$ cat src/rtl/master_req_ctrl_if.sv
// Command, interconnect-request and response signals of the master request controller.
// The master modport is the controller's view; the slave modport is the environment's view.
interface master_req_ctrl_if #(
    parameter int ADDR_W = 32,
    parameter int DATA_W = 32
);
    logic              cmd_valid;
    logic              cmd_ready;
    logic [ADDR_W-1:0] cmd_addr;
    logic              cmd_wr;
    logic [DATA_W-1:0] cmd_wdata;
    logic              ack;
    logic [DATA_W-1:0] rdata_in;
    logic              sfor;
    logic [1:0]        req_stat;
    logic [ADDR_W-1:0] req_addr;
    logic              req_wr;
    logic [DATA_W-1:0] req_wdata;
    logic              rsp_valid;
    logic [DATA_W-1:0] rsp_rdata;
    logic              rsp_err;

    modport master (
        input  cmd_valid, cmd_addr, cmd_wr, cmd_wdata, ack, rdata_in,
        output cmd_ready, sfor, req_stat, req_addr, req_wr, req_wdata,
               rsp_valid, rsp_rdata, rsp_err
    );

    modport slave (
        output cmd_valid, cmd_addr, cmd_wr, cmd_wdata, ack, rdata_in,
        input  cmd_ready, sfor, req_stat, req_addr, req_wr, req_wdata,
               rsp_valid, rsp_rdata, rsp_err
    );
endinterface

$ cat src/rtl/master_req_ctrl.sv
// Master-side request controller: one command at a time, routed via sfor/req_stat to the ack arbiter.
// Optional W_ACK abort timer is enabled by defining REQ_TIMEOUT_EN.
//
// state | meaning
// IDLE  | ready for a command (req_stat 0)
// SEND  | request presented for one cycle (req_stat 1)
// W_ACK | waiting for the routed ack (req_stat 2)
// RESP  | one-cycle response strobe (req_stat 3)
module master_req_ctrl #(
    parameter int ADDR_W  = 32,
    parameter int DATA_W  = 32,
    parameter int SLV_BIT = ADDR_W - 1,
    parameter int TIMEOUT = 16
) (
    input  logic clk,
    input  logic reset,
    master_req_ctrl_if.master bus
);

    typedef enum logic [1:0] {
        IDLE  = 2'd0,
        SEND  = 2'd1,
        W_ACK = 2'd2,
        RESP  = 2'd3
    } state_t;

    if (SLV_BIT < 0 || SLV_BIT >= ADDR_W) begin : g_bad_slv_bit
        $error("master_req_ctrl: SLV_BIT %0d outside address width %0d", SLV_BIT, ADDR_W);
    end
    if (TIMEOUT < 2 || TIMEOUT > 65535) begin : g_bad_timeout
        $error("master_req_ctrl: TIMEOUT %0d outside 2..65535", TIMEOUT);
    end

    state_t            state_q, state_d;
    logic [ADDR_W-1:0] addr_q, addr_d;
    logic              wr_q, wr_d;
    logic [DATA_W-1:0] wdata_q, wdata_d;
    logic              sfor_q, sfor_d;
    logic [DATA_W-1:0] rdata_q, rdata_d;

`ifdef REQ_TIMEOUT_EN
    localparam logic [15:0] CNT_LAST = 16'(TIMEOUT - 1);
    logic [15:0] cnt_q, cnt_d;
    logic        err_q, err_d;
`endif

    always_comb begin
        state_d = state_q;
        addr_d  = addr_q;
        wr_d    = wr_q;
        wdata_d = wdata_q;
        sfor_d  = sfor_q;
        rdata_d = rdata_q;
`ifdef REQ_TIMEOUT_EN
        cnt_d   = '0;
        err_d   = err_q;
`endif
        case (state_q)
            IDLE: begin
                if (bus.cmd_valid) begin
                    addr_d  = bus.cmd_addr;
                    wr_d    = bus.cmd_wr;
                    wdata_d = bus.cmd_wdata;
                    sfor_d  = bus.cmd_addr[SLV_BIT];
                    state_d = SEND;
                end
            end
            SEND: state_d = W_ACK;
            W_ACK: begin
                // An ack on the final timer cycle still completes normally.
                if (bus.ack) begin
                    rdata_d = wr_q ? '0 : bus.rdata_in;
                    state_d = RESP;
`ifdef REQ_TIMEOUT_EN
                    err_d   = 1'b0;
                end else if (cnt_q == CNT_LAST) begin
                    rdata_d = '0;
                    err_d   = 1'b1;
                    state_d = RESP;
                end else begin
                    cnt_d   = cnt_q + 16'd1;
`endif
                end
            end
            RESP: state_d = IDLE;
            default: state_d = IDLE;
        endcase
    end

    always_ff @(posedge clk) begin
        if (reset) begin
            state_q <= IDLE;
            addr_q  <= '0;
            wr_q    <= 1'b0;
            wdata_q <= '0;
            sfor_q  <= 1'b0;
            rdata_q <= '0;
`ifdef REQ_TIMEOUT_EN
            cnt_q   <= '0;
            err_q   <= 1'b0;
`endif
        end else begin
            state_q <= state_d;
            addr_q  <= addr_d;
            wr_q    <= wr_d;
            wdata_q <= wdata_d;
            sfor_q  <= sfor_d;
            rdata_q <= rdata_d;
`ifdef REQ_TIMEOUT_EN
            cnt_q   <= cnt_d;
            err_q   <= err_d;
`endif
        end
    end

    assign bus.cmd_ready = (state_q == IDLE);
    assign bus.req_stat  = state_q;
    assign bus.sfor      = sfor_q;
    assign bus.req_addr  = addr_q;
    assign bus.req_wr    = wr_q;
    assign bus.req_wdata = wdata_q;
    assign bus.rsp_valid = (state_q == RESP);
    assign bus.rsp_rdata = rdata_q;
`ifdef REQ_TIMEOUT_EN
    assign bus.rsp_err   = err_q;
`else
    assign bus.rsp_err   = 1'b0;
`endif

endmodule
$ cat src/flat_wrapper.sv
// flat-port wrapper written by rule: the top's interface ports become plain ports
module master_req_ctrl_flat 
#(
    parameter int ADDR_W  = 32,
    parameter int DATA_W  = 32,
    parameter int SLV_BIT = ADDR_W - 1,
    parameter int TIMEOUT = 16
)
  (clk, reset, bus_cmd_valid, bus_cmd_addr, bus_cmd_wr, bus_cmd_wdata, bus_ack, bus_rdata_in, bus_cmd_ready, bus_sfor, bus_req_stat, bus_req_addr, bus_req_wr, bus_req_wdata, bus_rsp_valid, bus_rsp_rdata, bus_rsp_err);
  master_req_ctrl_if #(.ADDR_W(ADDR_W), .DATA_W(DATA_W)) bus_i ();
  input  logic clk;
  input  logic reset;
  input wire logic [$bits(bus_i.cmd_valid)-1:0] bus_cmd_valid;
  input wire logic [$bits(bus_i.cmd_addr)-1:0] bus_cmd_addr;
  input wire logic [$bits(bus_i.cmd_wr)-1:0] bus_cmd_wr;
  input wire logic [$bits(bus_i.cmd_wdata)-1:0] bus_cmd_wdata;
  input wire logic [$bits(bus_i.ack)-1:0] bus_ack;
  input wire logic [$bits(bus_i.rdata_in)-1:0] bus_rdata_in;
  output wire logic [$bits(bus_i.cmd_ready)-1:0] bus_cmd_ready;
  output wire logic [$bits(bus_i.sfor)-1:0] bus_sfor;
  output wire logic [$bits(bus_i.req_stat)-1:0] bus_req_stat;
  output wire logic [$bits(bus_i.req_addr)-1:0] bus_req_addr;
  output wire logic [$bits(bus_i.req_wr)-1:0] bus_req_wr;
  output wire logic [$bits(bus_i.req_wdata)-1:0] bus_req_wdata;
  output wire logic [$bits(bus_i.rsp_valid)-1:0] bus_rsp_valid;
  output wire logic [$bits(bus_i.rsp_rdata)-1:0] bus_rsp_rdata;
  output wire logic [$bits(bus_i.rsp_err)-1:0] bus_rsp_err;
  assign bus_i.cmd_valid = bus_cmd_valid;
  assign bus_i.cmd_addr = bus_cmd_addr;
  assign bus_i.cmd_wr = bus_cmd_wr;
  assign bus_i.cmd_wdata = bus_cmd_wdata;
  assign bus_i.ack = bus_ack;
  assign bus_i.rdata_in = bus_rdata_in;
  assign bus_cmd_ready = bus_i.cmd_ready;
  assign bus_sfor = bus_i.sfor;
  assign bus_req_stat = bus_i.req_stat;
  assign bus_req_addr = bus_i.req_addr;
  assign bus_req_wr = bus_i.req_wr;
  assign bus_req_wdata = bus_i.req_wdata;
  assign bus_rsp_valid = bus_i.rsp_valid;
  assign bus_rsp_rdata = bus_i.rsp_rdata;
  assign bus_rsp_err = bus_i.rsp_err;
  master_req_ctrl #(.ADDR_W(ADDR_W), .DATA_W(DATA_W), .SLV_BIT(SLV_BIT), .TIMEOUT(TIMEOUT)) u_core (.clk(clk), .reset(reset), .bus(bus_i));
endmodule
$ cat config.mk
export PLATFORM = sky130hd
export DESIGN_NAME = master_req_ctrl_flat
export DESIGN_NICKNAME = d
export VERILOG_FILES = /design/src/rtl/master_req_ctrl_if.sv /design/src/rtl/master_req_ctrl.sv /design/src/flat_wrapper.sv
export SDC_FILE = /design/constraint.sdc
export NUM_CORES = 1
export LEC_CHECK = 0
export ABC_AREA = 1
export ABC_CLOCK_PERIOD_IN_PS = 1950
export CAP_MARGIN = 10
export CORE_MARGIN = 1
export CORE_UTILIZATION = 29
export CTS_BUF_LIST = sky130_fd_sc_hd__clkbuf_16
export CTS_CLUSTER_DIAMETER = 50
export CTS_CLUSTER_SIZE = 20
export DETAILED_ROUTE_END_ITERATION = 10
export PLACE_DENSITY = 0.66
export SLEW_MARGIN = 20
export SYNTH_ARGS = -nofsm -noshare
export SYNTH_HDL_FRONTEND = slang
export SYNTH_SLANG_ARGS = --single-unit
$ cat constraint.sdc
create_clock -name clk -period 1.95 [get_ports clk]
set_clock_uncertainty 0.2 [all_clocks]
set_input_delay 0.39 -clock clk [delete_from_list [all_inputs] [get_ports clk]]
set_output_delay 0.39 -clock clk [all_outputs]
set_load 0.01 [all_outputs]
==> flow_summary_export.csv, run 1 <==
group,metric,value,unit
routing,drt-pass1-iter-count,4,
setup_path,r2r-start,"u_core.bus.req_stat[0]",
routing,drtIter0Drc,155,
global_route,grt_pass1_wl,16900,um
routing,drtAntennaViolNets,0,
setup_path,cp_max_fo,4,
layout,diodes,0,
routing,routedWlPerCell,13.6,um
clock_network,insertion_delay,0.34,ns
placement,dpl.hpwl,7920,um
placement,port_buffers,202,
clock_network,htreeDepth,3,
power_and_ir_drop,power_leakage,2.31,nW
worst_hold_path,whs_path_depth,2,
setup_path,reg2reg_slack,0.33,ns
global_route,grt_overflow,0,
global_route,grt_pass1_vias,3473,
setup_path,worstSetupEndpointType,"output port",
placement,place_congestion,0.737,
routing,avgViaCountPerCell,4.51,
synth,synth_top_family_by_area,"simple AND/OR/NAND/NOR gates",
power_and_ir_drop,finalPower,7.38,mW
sta,setup_ws,0.0971,ns
synth,ys_types,19,
worst_hold_path,min_path_type,"reg -> reg",
synth,synth-compound-area-share,16.2,%
routing,routed_wl,11100,um
setup_path,cp.arrival,1.26,ns
setup_path,cp-start-kind,"register",
job,cap_violations,0,
floorplan,dieArea,13600,um^2
routing,vias,3684,
global_route,grt_max_degree,39,
clock_network,ctsResizeCount,4,
synth,synthCells,452,
floorplan,initial_core_util,29.9,%
global_route,antenna_found_initial,0,
synth,yosys_register_bits,99,
clock_network,clk_path_buf_depth,2,
synth,syn-num-nets,556,
clock_network,cts_tree,"done",
floorplan,coreArea,12700,um^2
floorplan,ios,204,
placement,dp_slack,0.0341,ns
synth,synth-simple-area-share,22.0,%
clock_network,clk_pin_slew,0.06,ns
clock_network,cts-root-buf,"clkbuf_16",
setup_path,r2r_cells,6,
synth,synth_xor_area_share,0,%
clock_network,cts.sinks,99,
worst_hold_path,whs_endpoint,"u_core.bus.rsp_rdata[2]",
sta,fmax,540,MHz
synth,yosysWarningCount,0,
synth,synth_mux_area_share,0,%
sta,maxSlewViolCount,0,
layout,drive_above_1_share,9.92,%
outcome,outcome,"complete, no violations",
sta,finalHoldViolations,0,
synth,synthAdderAreaFrac,0.986,%
setup_path,critPathRequiredTime,1.36,ns
routing,drc,0,
global_route,grtUsageTotal,16.2,%
clock_network,post_cts_buffers,0,
synth,syn_area,3810,um^2
setup_path,r2r-end,"u_core.bus.req_wr",
power_and_ir_drop,vdd_drop_max,0.000573,V
setup_path,critPathKind,"reg -> out",
sta,fin_setup_tns,0,ns
layout,fin_area,6230,um^2
synth,syn_avg_cell_area,8.42,um^2
placement,dpl-instance-area,5950,um^2
clock_network,cts-buffers-inserted,9,
sta,finalSetupViolations,0,
floorplan,die_width,117,um
worst_hold_path,hp-start,"u_core.bus.rsp_rdata[2]",
layout,syn2layout_area_growth,63.6,%
power_and_ir_drop,p_per_area,1180,nW/um^2
floorplan,rows,41,
sta,rsz0062_at_grt,"false",
sta,min_period,1.85,ns
layout,fin_nets,746,
sta,fin_crit_sh,95.0,%
synth,ys_seq_area_share,52.1,%
floorplan,die_h,117,um
clock_network,cts-hold-fix-buffers,0,
-- registers in the layout, summed over array words and instances (netlist names) --
name                  flops
u_core.bus.req_wdata     32
u_core.bus.req_stat       2
u_core.bus.rsp_rdata     32
u_core.bus.req_addr      32
u_core.bus.req_wr         1
-- layout make-up --
type,count,area [um^2]
Sequential cell,99,1980
Inverter,8,32.5
Tap cell,172,215
Clock buffer,9,225
Timing Repair Buffer,219,2220
Clock inverter,5,48.8
Fill cell,1250,6500
Multi-Input combinational cell,305,1500
-- cell usage after synthesis --
library cell	count	area, um^2
a21oi_1	35	175
buf_2	17	85.1
buf_4	6	45.0
buf_6	9	101
buf_8	3	45.0
clkbuf_1	5	18.8
clkinv_2	2	10.0
conb_1	1	3.75
dfxtp_1	99	1980
ha_1	3	37.5
inv_1	6	22.5
nand2_1	36	135
nand2_2	2	12.5
nand3_1	1	5.00
nand4_1	32	200
nor2_1	129	484
o21ai_0	26	130
o21ai_1	10	50.1
o21ai_2	30	263
-- power by group --
group	switching, mW	leakage [nW]	total, mW	internal [mW]
registers	0.238	0.814	2.74	2.50
logic	1.44	1.36	2.94	1.51
clock network	0.726	0.137	1.69	0.966
-- worst max-delay path, cell delays in order (launching register included) --
cell and delay, ns:
dfxtp_2 0.33, inv_1 0.11, ha_2 0.23, clkdlybuf4s15_1 0.25
-- routing by layer --
layer | share of wire, % | up-vias | track usage, % | wire (um)
met5 | 0 | - | 0 | 0
met4 | 2.8 | 0 | 9.37 | 306
met3 | 8.2 | 24 | 4.67 | 911
met2 | 49 | 138 | 27.6 | 5400
met1 | 40 | 1662 | 18.2 | 4490
li1 | - | 1860 | - | -
-- worst max-delay path by stage --
stage,startpoint,end,slack (ns),cells past startpoint
after global routing,u_core.bus.req_stat[0],bus_cmd_ready,0.02,3
after CTS,u_core.bus.req_stat[0],bus_cmd_ready,0.03,3
after detailed placement,bus_cmd_valid,u_core.bus.req_wr,0.03,5
final,u_core.bus.req_stat[0],bus_cmd_ready,0.1,3
after global placement,bus_cmd_valid,u_core.bus.req_wr,0.06,5
after floorplan,u_core.bus.req_stat[0],u_core.bus.req_wdata[10],0.38,7
-- layout by cell type, fill, tap and decap left out, types with 2 or more instances in the layout --
master and instances:
clkdlybuf4s50_1 199, nor2_1 129, dfxtp_1 98, nand2_1 36
a21oi_1 35, nand4_1 32, o21ai_2 30, o21ai_0 26
buf_4 11, o21ai_1 10, clkbuf_16 9, inv_1 8
buf_12 6, nand2_2 2, clkinv_2 2, ha_1 2
dlygate4sd2_1 2
-- kinds of logic after synthesis --
| group | Yosys count |
|---|---|
| DFF | 99 |
| adders and majority gates | 3 |
| other | 1 |
| AOI/OAI and AO/OA | 101 |
| buffers and inverters | 48 |
| and+or+nand+nor | 200 |
-- metrics by stage --
stage,cells,hold slack (ns),utilization [%]
6_report,817,0.265,48.9
5_1_grt,817,0.277,48.9
4_1_cts,817,0.265,48.9
3_5_place_dp,803,0.255,46.8
3_3_place_gp,803,0.251,46.8
2_1_floorplan,452,0.287,-
Power figures use the tool's default switching activity.
==> inputs of run 2 (changes only) <==
--- a/config.mk
+++ b/config.mk
@@ -9,12 +9,12 @@
 export ABC_CLOCK_PERIOD_IN_PS = 1950
 export CAP_MARGIN = 10
 export CORE_MARGIN = 1
-export CORE_UTILIZATION = 29
+export CORE_UTILIZATION = 34
 export CTS_BUF_LIST = sky130_fd_sc_hd__clkbuf_16
 export CTS_CLUSTER_DIAMETER = 50
 export CTS_CLUSTER_SIZE = 20
 export DETAILED_ROUTE_END_ITERATION = 10
-export PLACE_DENSITY = 0.66
+export PLACE_DENSITY = 0.75
 export SLEW_MARGIN = 20
 export SYNTH_ARGS = -nofsm -noshare
 export SYNTH_HDL_FRONTEND = slang
==> constraint.sdc (replaced) <==
create_clock -name clk -period 1.95 [get_ports clk]
set_clock_uncertainty 0.2 [all_clocks]
set_input_delay 0.39 -clock clk [delete_from_list [all_inputs] [get_ports clk]]
set_output_delay 0.39 -clock clk [all_outputs]
set_load 0.05 [all_outputs]
==> run 2 against run 1 <==
Sequential share of layout area grew 1.7 points. Sequential cell count did not move. Global-route usage grew 1.6 points. Core utilization increased by 5.4 points. Combinational power increased by 45%. Register-to-register slack is essentially flat. Worst setup slack better by 0.098 ns. Total power is 17% higher. Via count rose by 0.81%. Clock power shrank 5%. Count of clock-buffer cells in the layout is the same. Worst hold slack worse by 0.00091 ns. Critical path type unchanged. Largest power group unchanged. Highest routed layer unchanged.
==> flow_summary_export.csv, run 2 (synthesized netlist as in run 1, its figures left out) <==
group,metric,value,unit
placement,dpl-instance-area,5640,um^2
clock_network,htreeDepth,3,
power_and_ir_drop,vdd_drop_max,0.000738,V
worst_hold_path,hp-start,"u_core.bus.rsp_rdata[15]",
layout,final_common_cell,"nor2_1",
setup_path,critPathKind,"reg -> out",
layout,fin_area,5910,um^2
sta,maxSlewViolCount,0,
routing,drtIter0Drc,259,
setup_path,cp_max_fo,4,
setup_path,path_cells,"inv_1 > ha_2 > buf_12",
setup_path,slowest_delay,0.34,ns
power_and_ir_drop,p_per_area,1460,nW/um^2
layout,mostFrequentLayoutCells,"129 x nor2_1, 113 x buf_4, 100 x clkdlybuf4s50_1",
power_and_ir_drop,power_leakage,2.47,nW
global_route,antenna_found_initial,0,
placement,place_congestion,0.751,
floorplan,coreArea,10900,um^2
sta,setup_ws,0.195,ns
routing,vias,3714,
layout,drive_above_1_share,26.2,%
placement,dpl.hpwl,7800,um
setup_path,reg2reg_slack,0.34,ns
sta,rsz0062_at_grt,"false",
floorplan,dieArea,11600,um^2
floorplan,die_h,108,um
clock_network,post_cts_buffers,0,
worst_hold_path,min_path_type,"reg -> reg",
outcome,outcome,"complete, no violations",
power_and_ir_drop,clock_power_share,18.6,%
layout,fill_cells,1023,
sta,fin_crit_sh,90.0,%
routing,drc,0,
global_route,grt_pass1_vias,3486,
sta,finalSetupViolations,0,
global_route,grt_max_degree,48,
routing,routedWlPerCell,13.5,um
setup_path,r2r_cells,6,
clock_network,clk_pin_slew,0.06,ns
sta,min_period,1.76,ns
setup_path,slowest_stage,"dfxtp_2",
worst_hold_path,whs_path_depth,2,
routing,drt-pass1-iter-count,4,
clock_network,cts_tree,"done",
power_and_ir_drop,power_frac_seq,32.0,%
layout,syn2layout_area_growth,55.3,%
floorplan,rows,38,
clock_network,cts-buffers-inserted,9,
floorplan,die_width,108,um
sta,fin_setup_tns,0,ns
job,cap_violations,0,
routing,drtAntennaViolNets,0,
sta,fmax,570,MHz
routing,routed_wl,10600,um
setup_path,critPathRequiredTime,1.36,ns
global_route,grtUsageTotal,17.9,%
setup_path,r2r-end,"u_core.bus.req_addr[7]",
setup_path,cp.arrival,1.17,ns
power_and_ir_drop,p_sw_share,45.5,%
layout,fin_nets,745,
power_and_ir_drop,p_switching,3.92,mW
floorplan,ios,204,
worst_hold_path,whs_endpoint,"u_core.bus.rsp_rdata[15]",
clock_network,insertion_delay,0.32,ns
global_route,grt_pass1_wl,16400,um
clock_network,clk_path_buf_depth,2,
power_and_ir_drop,comb_power_share,49.4,%
floorplan,initial_core_util,35.0,%
layout,fin_util,54.3,%
layout,diodes,0,
power_and_ir_drop,p_int,4.71,mW
placement,port_buffers,202,
routing,avgViaCountPerCell,4.73,
clock_network,cts-root-buf,"clkbuf_16",
setup_path,worstSetupEndpointType,"output port",
sta,finalHoldViolations,0,
setup_path,r2r-start,"u_core.bus.req_stat[0]",
global_route,grt_overflow,0,
clock_network,cts.sinks,99,
clock_network,cts-hold-fix-buffers,0,
setup_path,cp-start-kind,"register",
clock_network,ctsResizeCount,0,
placement,dp_slack,0.0760,ns
-- run 2: through the flow --
stage                     cells  total power [mW]  hold WS, ns
after global routing        786              9.09        0.284
after floorplan             452              5.77        0.326
after global placement      770              7.00        0.252
after CTS                   786              8.72        0.267
after detailed placement    770              7.09        0.256
final                       786              8.63        0.264
-- run 2: cell type report --
type	instances	area (um^2)	share of cell area, %
sequential	99	1980	33.6
timing repair buffer	218	1950	33.0
clock buffer	9	225	3.81
inverter	8	32.5	0.550
clock inverter	7	46.3	0.783
multi-input combinational	305	1500	25.4
tap	140	175	2.96
-- run 2: metal layers --
layer / part of all wire [%] / vias up / routed length, um / global-route usage [%]
met3: 7.9 / 13 / 844 / 5.21
li1: - / 1866 / - / -
met2: 48 / 143 / 5130 / 30.2
met4: 1.7 / 0 / 176 / 6.95
met1: 42 / 1692 / 4490 / 21.2
met5: 0 / - / 0 / 0
-- run 2: worst max-delay path, delay by kind of cell, from the launching register on --
family	cells	cell delay (ns)
fa+ha+maj	1	0.25
buf+inv	2	0.25
flops	1	0.34
-- run 2: worst max-delay path by stage --
stage	from	end	slack, ns	depth (start not counted)
after floorplan	u_core.bus.req_stat[0]	u_core.bus.req_wdata[10]	0.17	7
after global placement	bus_ack	u_core.bus.rsp_rdata[29]	0.13	4
after detailed placement	bus_ack	u_core.bus.rsp_rdata[8]	0.08	4
after CTS	u_core.bus.req_stat[0]	bus_cmd_ready	0.17	3
after global routing	u_core.bus.req_stat[0]	bus_cmd_ready	0.14	3
final	u_core.bus.req_stat[0]	bus_cmd_ready	0.19	3
-- run 2: power groups by stage --
stage                     clock network, mW  logic (mW)  registers (mW)
after detailed placement                  0        4.28            2.81
after global routing                   1.73        4.53            2.82
after global placement                    0        4.21            2.79
after CTS                              1.67        4.28            2.77
final                                  1.61        4.26            2.76
after floorplan                           0        1.36            4.41
